[src/rtl/mem_pkg.sv]
// Shared definitions for the memory arbiter and the processor control block:
// FSM state encoding, default widths and a small index-width helper.
package mem_pkg;

  typedef enum logic [1:0] {
    ST_IDLE   = 2'd0,
    ST_ACCESS = 2'd1,
    ST_RESP   = 2'd2
  } state_e;

  localparam int DEF_NPORT     = 2;
  localparam int DEF_DATA_W    = 32;
  localparam int DEF_ADDR_W    = 32;
  localparam int DEF_MEM_DEPTH = 256;
  localparam int DEF_WAIT_CYC  = 1;

  // Width of the RAM strobe cycle counter (WAIT_CYC is 1..15).
  localparam int WAIT_CNT_W = 4;

  // Bits needed to hold a port index; at least one bit for a single port.
  function automatic int idx_w(input int n);
    return (n > 1) ? $clog2(n) : 1;
  endfunction

endpackage

[src/rtl/rr_arbiter.sv]
// Round-robin grant logic: searches from last_grant+1 (mod NPORT) upward and
// grants the first requesting port. Produces nothing while en is low.
module rr_arbiter
  import mem_pkg::*;
#(
  parameter int NPORT = DEF_NPORT,
  localparam int IDX_W = idx_w(NPORT)
) (
  input  logic             en,
  input  logic [NPORT-1:0] req,
  input  logic [IDX_W-1:0] last_grant,
  output logic [NPORT-1:0] grant,
  output logic [IDX_W-1:0] grant_idx
);

  logic [IDX_W:0]   sum;
  logic [IDX_W-1:0] cand;
  logic             found;

  // Walk the ports in rotated priority order and keep the first requester.
  always_comb begin
    grant     = '0;
    grant_idx = '0;
    found     = 1'b0;
    sum       = '0;
    cand      = '0;
    if (en) begin
      for (int off = 1; off <= NPORT; off++) begin
        sum = {1'b0, last_grant} + (IDX_W+1)'(off);
        if (sum >= (IDX_W+1)'(NPORT)) begin
          sum = sum - (IDX_W+1)'(NPORT);
        end
        cand = sum[IDX_W-1:0];
        if (!found && req[cand]) begin
          found       = 1'b1;
          grant[cand] = 1'b1;
          grant_idx   = cand;
        end
      end
    end
  end

endmodule

[src/rtl/mem_arbiter_ctrl.sv]
// Multi-port memory arbiter: grants one requester at a time (round-robin),
// runs a fixed-length RAM strobe, then returns a one-cycle ready pulse.
// Out-of-range addresses skip the RAM and complete with err. All outputs
// come straight from flops.
module mem_arbiter_ctrl
  import mem_pkg::*;
#(
  parameter int NPORT     = DEF_NPORT,
  parameter int DATA_W    = DEF_DATA_W,
  parameter int ADDR_W    = DEF_ADDR_W,
  parameter int MEM_DEPTH = DEF_MEM_DEPTH,
  parameter int WAIT_CYC  = DEF_WAIT_CYC
) (
  input  logic                    clk,
  input  logic                    reset,
  input  logic [NPORT-1:0]        Valid,
  input  logic [NPORT-1:0]        RW,
  input  logic [NPORT*ADDR_W-1:0] Addr_CPU,
  input  logic [NPORT*DATA_W-1:0] Data_wr,
  output logic [NPORT-1:0]        ready,
  output logic                    err,
  output logic [DATA_W-1:0]       Data_rd,
  output logic                    busy,
  output logic [ADDR_W-1:0]       Addr_RAM,
  output logic [DATA_W-1:0]       Data_RAM_wr,
  input  logic [DATA_W-1:0]       Data_RAM_rd,
  output logic                    rdEn,
  output logic                    wrEn
);

  localparam int IDX_W = idx_w(NPORT);
  localparam logic [WAIT_CNT_W-1:0] WAIT_LAST = WAIT_CNT_W'(WAIT_CYC - 1);

  // Handshake: a port raises Valid with RW/Addr_CPU/Data_wr stable and keeps
  // them until accepted (the IDLE edge that grants it); after that the inputs
  // are don't-care. Completion is a single-cycle ready[port] pulse, qualified
  // by err. Dropping Valid before the edge following ready ends the request;
  // keeping it high issues a new one.

  state_e                  state_q, state_d;
  logic [IDX_W-1:0]        last_grant_q, last_grant_d;
  logic [IDX_W-1:0]        grant_q, grant_d;
  logic                    rw_q, rw_d;
  logic                    err_lat_q, err_lat_d;
  logic [WAIT_CNT_W-1:0]   wait_cnt_q, wait_cnt_d;
  logic [NPORT-1:0]        ready_q, ready_d;
  logic                    err_q, err_d;
  logic [DATA_W-1:0]       data_rd_q, data_rd_d;
  logic                    busy_q, busy_d;
  logic [ADDR_W-1:0]       addr_ram_q, addr_ram_d;
  logic [DATA_W-1:0]       data_ram_wr_q, data_ram_wr_d;
  logic                    rd_en_q, rd_en_d;
  logic                    wr_en_q, wr_en_d;

  logic                    arb_en;
  logic [NPORT-1:0]        gnt_oh;
  logic [IDX_W-1:0]        gnt_idx;
  logic [ADDR_W-1:0]       req_addr;
  logic [DATA_W-1:0]       req_wdata;
  logic                    req_rw;
  logic                    req_in_range;

  assign arb_en = (state_q == ST_IDLE);

  rr_arbiter #(.NPORT(NPORT)) u_rr_arbiter (
    .en         (arb_en),
    .req        (Valid),
    .last_grant (last_grant_q),
    .grant      (gnt_oh),
    .grant_idx  (gnt_idx)
  );

  // Pick the granted port's request fields out of the packed buses.
  always_comb begin
    req_addr  = '0;
    req_wdata = '0;
    req_rw    = 1'b0;
    for (int i = 0; i < NPORT; i++) begin
      if (gnt_oh[i]) begin
        req_addr  = Addr_CPU[i*ADDR_W +: ADDR_W];
        req_wdata = Data_wr[i*DATA_W +: DATA_W];
        req_rw    = RW[i];
      end
    end
  end

  assign req_in_range = (64'(req_addr) < 64'(MEM_DEPTH));

  // Next-state and next-output computation for the IDLE/ACCESS/RESP sequence.
  always_comb begin
    state_d       = state_q;
    last_grant_d  = last_grant_q;
    grant_d       = grant_q;
    rw_d          = rw_q;
    err_lat_d     = err_lat_q;
    wait_cnt_d    = wait_cnt_q;
    ready_d       = '0;
    err_d         = 1'b0;
    data_rd_d     = data_rd_q;
    addr_ram_d    = addr_ram_q;
    data_ram_wr_d = data_ram_wr_q;
    rd_en_d       = 1'b0;
    wr_en_d       = 1'b0;
    case (state_q)
      ST_IDLE: begin
        if (|gnt_oh) begin
          last_grant_d = gnt_idx;
          grant_d      = gnt_idx;
          rw_d         = req_rw;
          wait_cnt_d   = '0;
          if (req_in_range) begin
            err_lat_d     = 1'b0;
            state_d       = ST_ACCESS;
            addr_ram_d    = req_addr;
            data_ram_wr_d = req_wdata;
            rd_en_d       = req_rw;
            wr_en_d       = !req_rw;
          end else begin
            // Bad address: RAM is never touched and its bus keeps old values.
            err_lat_d = 1'b1;
            state_d   = ST_RESP;
          end
        end
      end
      ST_ACCESS: begin
        if (wait_cnt_q == WAIT_LAST) begin
          wait_cnt_d = '0;
          state_d    = ST_RESP;
          if (rw_q) begin
            data_rd_d = Data_RAM_rd;
          end
        end else begin
          wait_cnt_d = wait_cnt_q + 1'b1;
          rd_en_d    = rw_q;
          wr_en_d    = !rw_q;
        end
      end
      ST_RESP: begin
        ready_d[grant_q] = 1'b1;
        err_d            = err_lat_q;
        state_d          = ST_IDLE;
      end
      default: begin
        state_d = ST_IDLE;
      end
    endcase
    busy_d = (state_d != ST_IDLE);
  end

  // Single register bank for FSM state and every output; reset wins.
  always_ff @(posedge clk) begin
    if (!reset) begin
      state_q       <= ST_IDLE;
      last_grant_q  <= IDX_W'(NPORT - 1);
      grant_q       <= '0;
      rw_q          <= 1'b0;
      err_lat_q     <= 1'b0;
      wait_cnt_q    <= '0;
      ready_q       <= '0;
      err_q         <= 1'b0;
      data_rd_q     <= '0;
      busy_q        <= 1'b0;
      addr_ram_q    <= '0;
      data_ram_wr_q <= '0;
      rd_en_q       <= 1'b0;
      wr_en_q       <= 1'b0;
    end else begin
      state_q       <= state_d;
      last_grant_q  <= last_grant_d;
      grant_q       <= grant_d;
      rw_q          <= rw_d;
      err_lat_q     <= err_lat_d;
      wait_cnt_q    <= wait_cnt_d;
      ready_q       <= ready_d;
      err_q         <= err_d;
      data_rd_q     <= data_rd_d;
      busy_q        <= busy_d;
      addr_ram_q    <= addr_ram_d;
      data_ram_wr_q <= data_ram_wr_d;
      rd_en_q       <= rd_en_d;
      wr_en_q       <= wr_en_d;
    end
  end

  assign ready       = ready_q;
  assign err         = err_q;
  assign Data_rd     = data_rd_q;
  assign busy        = busy_q;
  assign Addr_RAM    = addr_ram_q;
  assign Data_RAM_wr = data_ram_wr_q;
  assign rdEn        = rd_en_q;
  assign wrEn        = wr_en_q;

endmodule

[config.mk]
export PLATFORM = sky130hd
export DESIGN_NAME = mem_arbiter_ctrl
export DESIGN_NICKNAME = d
export VERILOG_FILES = /design/src/rtl/mem_pkg.sv /design/src/rtl/rr_arbiter.sv /design/src/rtl/mem_arbiter_ctrl.sv
export SDC_FILE = /design/constraint.sdc
export NUM_CORES = 1
export LEC_CHECK = 0
export BUFFER_PORTS_ARGS = -buffer_cell sky130_fd_sc_hd__buf_2
export CELL_PAD_IN_SITES_DETAIL_PLACEMENT = 0
export CELL_PAD_IN_SITES_GLOBAL_PLACEMENT = 1
export CORE_MARGIN = 4
export CORE_UTILIZATION = 30
export CTS_CLUSTER_SIZE = 25
export DETAILED_ROUTE_END_ITERATION = 8
export PLACE_DENSITY_LB_ADDON = 0.1
export SLEW_MARGIN = 40
export SYNTH_ARGS = -nofsm -noshare
export SYNTH_HDL_FRONTEND = slang
export SYNTH_SLANG_ARGS = --single-unit
[constraint.sdc]
create_clock -name clk -period 2.18 [get_ports clk]
set_input_delay 0.109 -clock clk [delete_from_list [all_inputs] [get_ports clk]]
set_output_delay 0.109 -clock clk [all_outputs]
set_load 0.05 [all_outputs]
* Word level (Yosys, flattened, before mapping)
Cells that the tools add are included.
** Word-level totals
- Register bits after elaboration :: 112
- Input port bits :: 166
- Output and inout port bits :: 102
- Logic and storage cells :: 93
** Cells by class
- Add/subtract/negate cells :: 5
- $lt $le $gt $ge :: 9
- Equal/unequal tests :: 3
- Mux-type cells :: 44
- Bitwise logic cells :: 1
- Reduce and logical (&&, ||, !) cells :: 17
** Operator list (count)
- $mux 32 :: 4
- $lt 32x9->1 const B :: 1
- $mux 1 :: 24
- $mux 2 :: 7
- $mux 4 :: 2
- $pmux 4 s2 :: 1
- $lt 1x2->1 const B :: 3
- $reduce_and 2->1 :: 3
- $reduce_and 3->1 :: 2
- $add 4x1->4 const B :: 1
- $ge 2x2->1 const B :: 2
- $logic_and 1x1->1 :: 4
- $logic_not 4->1 :: 1
- $pmux 1 s2 :: 2
- $pmux 2 s2 :: 1
- $reduce_bool 2->1 :: 2
- $demux 1 s1 :: 3
- $ge 1x1->1 const B :: 3
- $logic_not 1->1 :: 3
- $add 1x1->2 const B :: 1
- $add 1x2->2 const B :: 1
- $eq 2x1->1 const B :: 1
- $eq 2x2->1 const B :: 1
- $logic_not 2->1 :: 1
- 4 further kinds :: 5

* Longest topological paths before layout
Gate-level depths: netlist (run 1).
- Word-level depth :: 20
- Mapped depth :: 8
- Mapped depth without buffers :: 7

* By module
A second synthesis (run 1) with hierarchy kept.
** Second synthesis, totals
- Cells, all modules :: 488
- Area total of the unflattened synthesis :: 4531.8 µm²
** By module, submodules not included
- mem_arbiter_ctrl :: times used 1, cells each 482, area an instance 4505.6 µm², sequential area each 2242.2 µm²
- rr_arbiter :: times used 1, cells each 6, area an instance 26.3 µm², sequential area each 0.0 µm²

* Worst setup path after synthesis (run 1)
Ideal clock, no wire load.
- Path kind :: reg-to-reg
- From :: register state_q[0]
- To :: register data_ram_wr_q[21], in the netlist Data_RAM_wr[21]
- Setup time :: 0.116 ns
- Data arrival time :: 1.592 ns
- Data required time :: 2.064 ns
- Setup slack :: 0.471 ns
- Stages on the path, launching flop included :: 8
- Path buffers :: 2
- Clock period less this slack :: 1.709 ns
- Cells stage by stage :: dfxtp_1 > buf_2 > nor3b_2 > nand2_2 > o21ai_1 > clkbuf_1 > nand3_1 > o211a_1
** Between the ends
- Cells in the longest elaborated chain, start to end :: 6
- Elaborated cells between the ends (all ways) :: 9
- Those cells by class :: 1 x order compare; 5 x mux; 3 x reduce/logical
** RTL lines
- start, declared :: line mem_arbiter_ctrl.sv:40 : state_e state_q, state_d;
- start signal, assigned :: line mem_arbiter_ctrl.sv:168 : state_q <= state_d;
- $logic_not 2->1 (*) :: line mem_arbiter_ctrl.sv:63, mem_arbiter_ctrl.sv:104
- $mux 2 :: line rr_arbiter.sv:27 : if (en) begin
- $mux 32 (2 in series) :: line mem_arbiter_ctrl.sv:79 : if (gnt_oh[i]) begin
- $lt 32x9->1 :: line mem_arbiter_ctrl.sv:87 : assign req_in_range = (64'(req_addr) < 64'(MEM_DEPTH));
- $reduce_and 3->1 (no source line)
- end signal, assigned :: line mem_arbiter_ctrl.sv:179 : data_ram_wr_q <= data_ram_wr_d;
- end, declared :: line mem_arbiter_ctrl.sv:51 : logic [DATA_W-1:0] data_ram_wr_q, data_ram_wr_d;
Mark *: on every way between the ends. The rest lies on a longest branch, timed or not.
A chain may end at the register's enable or synchronous reset.

* Final worst setup path (run 1)
- From :: register state_q[1]
- To :: register data_ram_wr_q[0], in the netlist Data_RAM_wr[0]
The elaborated chain is that of the path after synthesis.

==> key figures, run 1 <==
Floorplan
  – Core ar.: 14100 um^2
  – Starting Density: 31.15%
  – Die height: 129.0 um
  – Horiz. Die Dim: 129.0 um
  – Die ar.: 16630 um^2
  – Num rows: 43
  – I/O pins: 268

Routing
  – Post-Route WL: 14540 um
  – Antenna viol nets, final: 0
  – Vias/cell: 4.848
  – Drt pass-1 iters: 4
  – Vias: 4547
  – DRC viols: 0
  – 1st-iter DRT viols: 139
  – Per-cell routed wire length: 15.50 um

Clock tree
  – Post-CTS resize count: 0
  – H-tree depth: 3
  – Clk slew on worst S/H paths: 70 ps
  – Clock sinks: 112
  – Setup bufs post-CTS: 0
  – Worst-Skew Late Latency: 340 ps
  – Cts bufs inserted: 9
  – Clock buffer depth: 2
  – CTS Root Cell: clkbuf_16
  – CTS tree: yes

Critical path
  – Startpoint types: register
  – Buf+Inv Stages, Crit Path: 0
  – Worst R2R Setup Slack: 220 ps
  – WS Path Type: register to register
  – Worst Path Required: 2380 ps
  – Worst EP arrival: 2170 ps
  – Reg-to-reg endpoint: Data_RAM_wr[0]
  – Crit path cell chain: a211oi_4 -> nand2_2 -> o221a_4 -> nand2_4 -> a221oi_1
  – Cell family with most CP delay: compound AO/OA/AOI/OAI gates
  – R2R Path Start: state_q[1]
  – Critical path fanouts, max: 46
  – Critical-path cell with the highest stage delay: nand2_4
  – Crit end category: register
  – CP max stage delay: 420 ps
  – Worst r2r path cells: 5

STA
  – Final setup fails: 0
  – Worst Hold Slack: 29.44 ps
  – Setup Total Neg Slack: 0 ps
  – Final Critical Period: 1962 ps
  – Slew @ Worst Pin: 544.8 ps
  – Final worst path period share: 89.98%
  – F_max: 0.5098 GHz
  – Max-slew violations: 0
  – Final worst slack: 218.4 ps
  – Relative slew slack: 63.68%
  – RSZ-0062 raised after global routing: no
  – Clock Skews: 6.656 ps
  – Fin. Hold Viols: 0

Power and ir drop
  – Power Dens Cells: 769.3 nW/um^2
  – Leak Pwr: 3.138 nW
  – Worst vdd ir: 0.3682 mV

GRT
  – First-pass GRT wire length: 22770 um
  – Initial antenna violation count: 1
  – Largest net degree at the start of global routing: 47
  – Grt ovf: 0
  – Total GRT Usage: 17.00%
  – Vias in the first global route: 4479

Placed design
  – HPWL after DPL: 11080 um
  – Area of placed instances: 5886 um^2
  – Final GP Congestion: 0.8565
  – Pre-CTS setup slack: 91.18 ps
  – Port Buffers: 267

Flow run
  – Max cap viols: 0

Cells and area
  – Area Overhead vs Synth: 48.13%
  – Post-route design area: 6504 um^2
  – Antenna cells: 0
  – Fin nets: 922
  – Layout cells sized above 1: 42.35%

Synth
  – Seq cells post-synth: 112
  – Syn avg cell area: 9.302 um^2
  – Post-synth top flop: dfxtp_1
  – Yosys warns: 0
  – Syn Nets: 640
  – Async set-reset flop share out of synthesis: 0%
  – Synthesized area: 4390 um^2
  – EDFF count, synth: 0
  – Sequential share of the synthesized area: 51.07%
  – Post-synthesis cell count: 472
  – Netlist cell types: 42

Min path
  – Hold crit path type: input port to register
  – Endpoint of the worst hold path: Data_rd[5]
  – Hold_sp: Data_RAM_rd[5]
  – Cells on Worst Hold Path: 3

Status
  – Status: finished clean
## placed cells by master (no fill, tap or decap), types with 2 or more instances in the layout
cell and instances:
a211oi_1 10, a21oi_1 48, a221oi_1 6, a221oi_2 14
a22oi_1 21, and2_1 5, and3_1 25, buf_2 267
buf_4 14, clkbuf_16 9, clkbuf_8 3, dfxtp_1 112
dlygate4sd3_1 31, ha_1 2, inv_1 22, nand2_1 72
nand2_2 2, nand2b_1 3, nand3_1 15, nor2_1 6
nor3_1 3, nor3b_1 2, nor4_1 8, o211a_1 11
o21ai_0 2, o22ai_1 20, o32ai_1 2, or4_1 4
## worst min-delay path, cell delays in order
cell     delay [ps]
buf_2           100
nand2_1          60
a21oi_1          60
## per-stage QoR
stage	total power, mW	std cells	utilization [%]
final	5.003	938	46.14
after global routing	5.245	938	46.14
after CTS	5.077	938	46.14
after detailed placement	3.330	892	41.75
after global placement	3.312	892	41.75
after floorplan	2.979	472	-
## sequential cells by signal, indices dropped and copies added, names as in the netlist, 2 cells and up
register	count
Data_rd	32
wait_cnt_q	4
Addr_RAM	32
Data_RAM_wr	32
ready	2
state_q	2
## synthesized netlist by cell type, drive strengths merged (15+ instances only)
| cell type | n | area (um^2) |
|---|---|---|
| a21oi | 48 | 240.2 |
| a221oi | 20 | 262.8 |
| nand2 | 75 | 294.0 |
| dfxtp | 112 | 2242 |
| inv | 22 | 82.58 |
| nand3 | 15 | 75.07 |
| a22oi | 21 | 157.7 |
| o22ai | 20 | 125.1 |
| and3 | 25 | 156.4 |
| clkbuf | 31 | 116.4 |
## repair_timing
item                                   in CTS  in global routing
hold buffers                               31                  0
endpoints found under the hold margin      31                  0
setup endpoints to repair                   0                  0
## worst max-delay path by stage
| stage | start | end | slack (ps) | depth (start not counted) |
|---|---|---|---|---|
| 2_1_floorplan | state_q[0] | Data_RAM_wr[21] | 470 | 7 |
| 3_3_place_gp | Addr_CPU[57] | Data_RAM_wr[0] | 160 | 6 |
| 3_5_place_dp | Addr_CPU[53] | Data_RAM_wr[1] | 90 | 6 |
| 4_1_cts | state_q[1] | wrEn | 200 | 5 |
| 5_1_grt | state_q[0] | Data_RAM_wr[5] | 50 | 5 |
| 6_report | state_q[1] | Data_RAM_wr[0] | 220 | 5 |
## power by group
group          internal [mW]  switching, mW  total, mW
sequential              2.14         0.0533       2.19
clock                  0.980          0.708       1.69
combinational          0.398          0.724       1.12
total                   3.52           1.48       5.00
## layer usage
metal  track usage, %  wire length [um]  share of wire (%)
met1            21.96              6199                 43
met2            26.77              6573                 45
met3            5.604              1479                 10
met4            5.744               269                1.9
met5                0                13              0.089
## cell families after synthesis
| logic type | Yosys count | synth area share, % |
|---|---|---|
| and+or+nand+nor | 151 | 17.10 |
| AOI/OAI and AO/OA | 142 | 24.85 |
| DFF | 112 | 51.07 |
| buffers and inverters | 65 | 6.412 |
| adders and majority gates | 2 | 0.5699 |
## cell type report
type	instances	area, um^2
fill	1442	7592
sequential	112	2242
multi-input combinational	295	1871
timing repair buffer	313	1772
clock buffer	13	270.3
tap	180	225.2
inverter	23	86.33
clock inverter	2	37.54
Power figures use the tool's default switching activity.
==> run 2, diff against run 1 <==
--- a/config.mk
+++ b/config.mk
@@ -7,4 +7,5 @@
 export LEC_CHECK = 0
 export BUFFER_PORTS_ARGS = -buffer_cell sky130_fd_sc_hd__buf_2
+export CAP_MARGIN = 20
 export CELL_PAD_IN_SITES_DETAIL_PLACEMENT = 0
 export CELL_PAD_IN_SITES_GLOBAL_PLACEMENT = 1
@@ -13,5 +14,5 @@
 export CTS_CLUSTER_SIZE = 25
 export DETAILED_ROUTE_END_ITERATION = 8
-export PLACE_DENSITY_LB_ADDON = 0.1
+export PLACE_DENSITY = 0.81
 export SLEW_MARGIN = 40
 export SYNTH_ARGS = -nofsm -noshare
==> constraint.sdc (replaced) <==
create_clock -name clk -period 2.18 [get_ports clk]
set_input_delay 0.327 -clock clk [delete_from_list [all_inputs] [get_ports clk]]
set_output_delay 0.327 -clock clk [all_outputs]
set_load 0.05 [all_outputs]
==> run 2 against run 1 <==
Wire length is 2.3% lower. Non-clock buffer count is 31 lower. Critical path depth is 1 higher. Total power is 3.0% lower. Sequential share of layout area is 1.8 points higher. Largest cell class unchanged. Utilization is 2.3 points lower. Design area is 5.0% lower. Via count is 3.0% lower. Register-to-register slack hardly changed. Clock power is 7% lower. Worst setup slack worse by 3.5 ps.
==> key figures, run 2 (synthesis results as in run 1) <==
Status
  – Status: finished clean

Flow run
  – Max cap viols: 0 (unchanged)

Cells and area
  – Final core occ: 43.81% (-2.3 points)
  – Antenna cells: 0 (unchanged)
  – Fin nets: 891 (-3.4%)
  – Commonest non-fill, non-tap cells in the layout: 267 x buf_2, 112 x dfxtp_1, 72 x nand2_1, 48 x a21oi_1, 25 x and3_1
  – Area Overhead vs Synth: 40.67%
  – Layout cells sized above 1: 44.23% (+1.9 points)
  – Non-filler cells, final: 908 (-3.2%)
  – Fillers: 1421 (-1.5%)
  – Commonest non-fill, non-tap cell in the layout: buf_2
  – Post-route design area: 6176 um^2 (-5.0%)

GRT
  – First-pass GRT wire length: 21660 um (-4.9%)
  – Initial antenna violation count: 0 (-1)
  – Grt ovf: 0 (unchanged)
  – Total GRT Usage: 16.29% (-0.71 points)
  – Largest net degree at the start of global routing: 47 (unchanged)
  – Vias in the first global route: 4372 (-2.4%)

Power and ir drop
  – Combinational power share: 22.5% (about the same)
  – P_sw: 1.559 mW (+5.0%)
  – Power Dens Cells: 785.8 nW/um^2 (+2.1%)
  – Clock share of power: 32.3% (-1.4 points)
  – Seq pwr share: 45.3% (+1.5 points)
  – Cell internal pwr: 3.294 mW (-6.4%)
  – Switching share of power: 32.12% (+2.5 points)
  – Worst vdd ir: 0.3662 mV (-0.54%)
  – Leak Pwr: 2.989 nW (-4.7%)

Floorplan
  – Num rows: 43 (unchanged)
  – Core ar.: 14100 um^2 (unchanged)
  – Starting Density: 31.15% (unchanged)
  – Horiz. Die Dim: 129.0 um (unchanged)
  – Die height: 129.0 um (unchanged)
  – Die ar.: 16630 um^2 (unchanged)
  – I/O pins: 268 (unchanged)

Clock tree
  – Clock buffer depth: 2 (unchanged)
  – Clk slew on worst S/H paths: 80 ps (about the same)
  – Cts bufs inserted: 9 (unchanged)
  – Clock sinks: 112 (unchanged)
  – H-tree depth: 3 (unchanged)
  – Setup bufs post-CTS: 0 (unchanged)
  – Post-CTS resize count: 0 (unchanged)
  – CTS Root Cell: clkbuf_16
  – Hold_buf cts: 0 (-100%)
  – CTS tree: yes
  – Worst-Skew Late Latency: 350 ps (about the same)

Critical path
  – Critical path fanouts, max: 20 (-57%)
  – Startpoint types: register
  – WS Path Type: register to register
  – R2R Path Start: state_q[0]
  – Worst EP arrival: 2230 ps (+60 ps)
  – CP Launch Point: state_q[0]
  – Worst Path Required: 2440 ps (+60 ps)
  – Crit end category: register

STA
  – Final worst path period share: 90.14% (+0.16 points)
  – Setup Total Neg Slack: 0 ps (unchanged)
  – F_max: 0.5089 GHz (-0.18%)
  – Final setup fails: 0 (unchanged)
  – Relative slew slack: 70.20% (+6.5 points)
  – Fin. Hold Viols: 0 (unchanged)
  – Slew @ Worst Pin: 446.0 ps (-98.74 ps)
  – RSZ-0062 raised after global routing: no
  – Final Critical Period: 1965 ps (+3.467 ps)
  – Max-slew violations: 0 (unchanged)
  – Clock Skews: 7.840 ps (+1.184 ps)
  – Final worst slack: 215.0 ps (-3.467 ps)

Routing
  – Antenna viol nets, final: 0 (unchanged)
  – Post-Route WL: 14210 um (-2.3%)
  – DRC viols: 0 (unchanged)
  – Per-cell routed wire length: 15.65 um (+0.97%)
  – Drt pass-1 iters: 4 (unchanged)
  – Vias: 4410 (-3.0%)
  – Vias/cell: 4.857 (+0.19%)
  – 1st-iter DRT viols: 200 (+44%)

Min path
  – Hold crit path type: input port to register
  – Hold_sp: Data_RAM_rd[13]

Placed design
  – Placed Cells: 892 (unchanged)
  – Final GP Congestion: 0.8456 (-1.3%)
  – Area of placed instances: 5894 um^2 (+0.15%)
  – HPWL after DPL: 10940 um (-1.3%)
  – Port Buffers: 267 (unchanged)
  – Pre-CTS setup slack: 132.9 ps (+41.69 ps)
-- run 2: changes by cell type in the layout (fill, tap and decap cells not counted), sizes merged --
| cell | change |
|---|---|
| clkbuf | -4 |
| clkinvlp | +3 |
| inv | +1 |
| clkinv | +2 |
| bufinv | -1 |
| dlygate4sd3 | -31 |
-- run 2: power groups by stage --
stage          combinational [mW]  clock [mW]  sequential [mW]
4_1_cts                      1.09        1.63             2.20
5_1_grt                      1.18        1.70             2.21
2_1_floorplan               0.466           0             2.51
6_report                     1.09        1.57             2.20
3_3_place_gp                 1.07           0             2.24
3_5_place_dp                 1.09           0             2.24
-- run 2: routing by layer --
metal  global-route usage (%)  share of wire, %
met2                    27.59                48
met5                        0                 0
met3                    4.442               7.1
met1                    19.98                43
met4                    5.559               1.8
-- run 2: cell type report --
| class | instances | area [um^2] | area share, % |
|---|---|---|---|
| clock buffers | 9 | 225.2 | 3.647 |
| clock inverters | 7 | 56.30 | 0.9117 |
| inverters | 23 | 86.33 | 1.398 |
| multi-input cells | 295 | 1867 | 30.23 |
| flip-flops and latches | 112 | 2242 | 36.30 |
| well taps | 180 | 225.2 | 3.647 |
| repair buffers | 282 | 1474 | 23.87 |
-- run 2: worst paths after layout --
path	endpoint	slack (ps)	depth (start not counted)
setup / recovery	Addr_RAM[5]	210	6
hold / removal	Data_rd[13]	200	3
setup reg to reg	Addr_RAM[5]	210	6
hold reg to reg	ready[0]	440	1
-- run 2: worst max-delay path, stage by stage (launching register included) --
cell      delay [ps]
dfxtp_1          360
nor3b_2          270
nand2_2          240
o21ai_1          360
buf_4            310
a21oi_1          100
a211oi_1         230
-- run 2: through the flow --
stage               total power, mW  hold slack [ps]
global route                  5.084            198.7
CTS                           4.921            186.1
finish                        4.853            202.2
floorplan                     2.979            413.0
global placement              3.311            438.2
detailed placement            3.334            439.1
==> run 3, diff against run 2 <==
Settings changed: CAP_MARGIN 20 to default, CORE_UTILIZATION 30 to 31, PLACE_DENSITY 0.81 to 0.83, SYNTH_HIERARCHICAL from default to 1, TNS_END_PERCENT from default to 1.
==> run 3 against run 2 <==
Combinational power grew to 4.4 times the previous value. Non-clock buffer count is 13 higher. Synthesized area is 3.2% higher. Maximum frequency is 5.9% lower. Wire length is 11% higher. Global-route usage is 2.1 points higher. Utilization is 2.8 points higher. Final cell count is 3.0% higher. Worst setup slack worse by 120 ps. Worst hold slack better by 7.2 ps. Die area is 0.10% lower. Clock skew is 3.1 ps higher.
==> key figures, run 3 <==
Synth
  – Commonest cells post-synth: 112 x dfxtp_1, 79 x nand2_1, 48 x nand3_1
  – Leading area contributor after synthesis: dfxtp_1
  – Adder-cell share of the synthesized area: 0.5522% (-0.018 points)
  – Xor/xnor share of the synthesized area: 0% (unchanged)
  – Area share of the largest cell type after synthesis: 49.48% (-1.6 points)
  – Largest family of logic cells by synthesized area: compound AO/OA/AOI/OAI gates
  – Async set-reset flop share out of synthesis: 0% (unchanged)
  – Syn Nets: 656 (+2.5%)
  – Seq cells post-synth: 112 (unchanged)
  – Yosys warns: 6 (+6)
  – Synth Area in Simple Gates: 19.74% (+2.6 points)
  – Mux contribution to synthesized area: 0% (unchanged)
  – Sequential share of the synthesized area: 49.48% (-1.6 points)
  – Post-synth top flop: dfxtp_1
  – Top-count cell post-synth: dfxtp_1
  – Synth area leaders: dfxtp_1 49%, o211a_1 9.3%, a221oi_1 7.7%, nand2_1 6.5%, nand3_1 5.3%
  – Netlist cell types: 34 (-19%)
  – Post-synthesis cell count: 488 (+3.4%)
  – Syn avg cell area: 9.287 um^2 (-0.16%)
  – Synth Area in Compound Gates: 25.70% (+0.85 points)
  – Synthesized area: 4532 um^2 (+3.2%)
  – EDFF count, synth: 0 (unchanged)

GRT
  – Total GRT Usage: 18.36% (+2.1 points)
  – Vias in the first global route: 4791 (+9.6%)
  – Largest net degree at the start of global routing: 41 (-13%)
  – First-pass GRT wire length: 24200 um (+12%)
  – Initial antenna violation count: 3 (+3)
  – Grt ovf: 0 (unchanged)

Clock tree
  – Cts bufs inserted: 9 (unchanged)
  – Clk slew on worst S/H paths: 80 ps (about the same)
  – Hold_buf cts: 0 (unchanged)
  – CTS Root Cell: clkbuf_16
  – Clock sinks: 112 (unchanged)
  – CTS tree: yes
  – Clock buffer depth: 2 (unchanged)
  – H-tree depth: 3 (unchanged)
  – Worst-Skew Late Latency: 350 ps (about the same)
  – Setup bufs post-CTS: 0 (unchanged)

Routing
  – Per-cell routed wire length: 16.85 um (+7.7%)
  – Vias: 4706 (+6.7%)
  – Drt pass-1 iters: 5 (+1)
  – 1st-iter DRT viols: 270 (+35%)
  – Antenna viol nets, final: 0 (unchanged)
  – DRC viols: 0 (unchanged)
  – Post-Route WL: 15750 um (+11%)
  – Vias/cell: 5.033 (+3.6%)

Flow run
  – Max cap viols: 0 (unchanged)

STA
  – F_max: 0.4791 GHz (-5.9%)
  – Max-slew violations: 0 (unchanged)
  – Relative slew slack: 61.04% (-9.2 points)
  – Final setup fails: 0 (unchanged)
  – Clock Skews: 10.98 ps (+3.138 ps)
  – Setup Total Neg Slack: 0 ps (unchanged)
  – Final worst path period share: 95.75% (+5.6 points)
  – RSZ-0062 raised after global routing: yes
  – Final Critical Period: 2087 ps (+122.4 ps)
  – Fin. Hold Viols: 0 (unchanged)
  – Worst Hold Slack: 209.3 ps (+7.160 ps)
  – Slew @ Worst Pin: 584.5 ps (+138.4 ps)

Min path
  – Cells on Worst Hold Path: 3 (unchanged)
  – Hold crit path type: input port to register

Floorplan
  – I/O pins: 268 (unchanged)
  – Die ar.: 16620 um^2 (-0.10%)
  – Horiz. Die Dim: 128.9 um (about the same)
  – Die height: 128.9 um (about the same)
  – Num rows: 43 (unchanged)
  – Core ar.: 14100 um^2 (unchanged)
  – Starting Density: 32.15% (+1.0 points)

Cells and area
  – Fin nets: 915 (+2.7%)
  – Layout cells sized above 1: 42.69% (-1.5 points)
  – Commonest non-fill, non-tap cell in the layout: buf_2
  – Non-filler cells, final: 935 (+3.0%)
  – Commonest non-fill, non-tap cells in the layout: 267 x buf_2, 112 x dfxtp_1, 79 x nand2_1, 47 x nand3_1, 42 x o211a_1
  – Final core occ: 46.57% (+2.8 points)
  – Post-route design area: 6565 um^2 (+6.3%)
  – Area Overhead vs Synth: 44.86%

Critical path
  – Worst EP arrival: 2380 ps (+150 ps)
  – Cell family with most CP delay: simple AND/OR/NAND/NOR gates
  – Crit path cell chain: nor2_2 -> nand2_1 -> a21oi_4 -> nor4b_4 -> nand4_1 -> o22a_2 -> or4_1 -> a21oi_2
  – Critical-path cell with the highest stage delay: or4_1
  – Levels on crit path: 8 (+2)
  – Buf+Inv Stages, Crit Path: 0 (-1)
  – Worst r2r path cells: 8 (+2)
  – Startpoint types: register
  – CP max stage delay: 500 ps (+140 ps)
  – Critical path fanouts, max: 4 (-80%)
  – WS Path Type: register to register
  – Crit end category: register
  – Worst Path Required: 2470 ps (+30 ps)

Power and ir drop
  – Switching share of power: 46.40% (+14 points)
  – Combinational power share: 52.4% (+30 points)
  – P_sw: 4.220 mW (+170%)
  – Clock share of power: 17.3% (-15 points)
  – Cell internal pwr: 4.876 mW (+48%)
  – Seq pwr share: 30.3% (-15 points)
  – Power Dens Cells: 1385 nW/um^2 (+76%)
  – Leak Pwr: 3.503 nW (+17%)
  – Worst vdd ir: 0.7822 mV (+110%)

Placed design
  – Placed Cells: 916 (+2.7%)
  – Area of placed instances: 6243 um^2 (+5.9%)
  – Final GP Congestion: 0.8308 (-1.8%)
  – Port Buffers: 267 (unchanged)
  – HPWL after DPL: 12140 um (+11%)

Status
  – Status: finished clean
[run 3: changes by cell type in the layout (fill, tap and decap cells not counted), sizes merged, moves of 11 or more]
cell and delta:
a22oi -20, inv -17, a211oi -11, buf +13, nand3 +33, o211a +31, a21oi -38, a21boi +34
a221oi +20, o22ai -19
[run 3: routing by layer]
layer	vias to the layer above	part of all wire [%]	global-route usage [%]
met5	-	0	0
met3	25	8.7	4.940
li1	2325	-	-
met4	0	2.7	8.771
met2	205	50	31.52
met1	2151	39	21.15
[run 3: repair_timing]
item | CTS | global route
hold endpoints to repair | 0 | 0
setup endpoints to repair | 0 | 66
resized for setup | 0 | 9
[run 3: cells by family after synthesis]
group                    count (synthesis)
AND/OR/NAND/NOR                        185
flip-flops                             112
adder cells (fa/ha/maj)                  2
AO/OA/AOI/OAI                          138
buffers and inverters                   51
[run 3: worst reg2reg max path, cell delays in order (launching register included)]
cell and delay, ps:
dfxtp_1 320, nor2_2 120, nand2_1 110, a21oi_4 160, nor4b_4 230, nand4_1 150, o22a_2 300, or4_1 500
a21oi_2 140
[run 3: power by group through the flow]
| stage | combinational (mW) | clock [mW] | sequential (mW) |
|---|---|---|---|
| 6_report | 4.77 | 1.57 | 2.75 |
| 5_1_grt | 5.11 | 1.72 | 2.81 |
| 4_1_cts | 4.74 | 1.64 | 2.75 |
| 3_5_place_dp | 4.73 | 0 | 2.79 |
| 3_3_place_gp | 4.65 | 0 | 2.78 |
| 2_1_floorplan | 1.88 | 0 | 4.15 |
[run 3: path summary, 6_finish.rpt]
check	endpoint	slack, ps	from
worst max-delay path	rdEn	90	state_q[0]
worst min-delay path	Data_rd[20]	210	Data_RAM_rd[20]
worst max register to register	rdEn	90	state_q[0]
worst min register to register	ready[0]	440	grant_q
[run 3: cell type report]
cell class / count / area (um^2)
antenna: 3 / 7.507
clock buffer: 10 / 229.0
clock inverter: 6 / 48.80
fill: 1414 / 7531
inverter: 4 / 15.01
multi-input combinational: 325 / 2161
sequential: 112 / 2242
tap: 180 / 225.2
timing repair buffer: 295 / 1637
[run 3: per-stage QoR]
step           worst slack [ps]  total power [mW]
6_report                  92.58             9.096
5_1_grt                  -60.42             9.638
4_1_cts                   12.37             9.132
2_1_floorplan             201.8             6.026
3_3_place_gp              127.7             7.429
3_5_place_dp              19.83             7.520
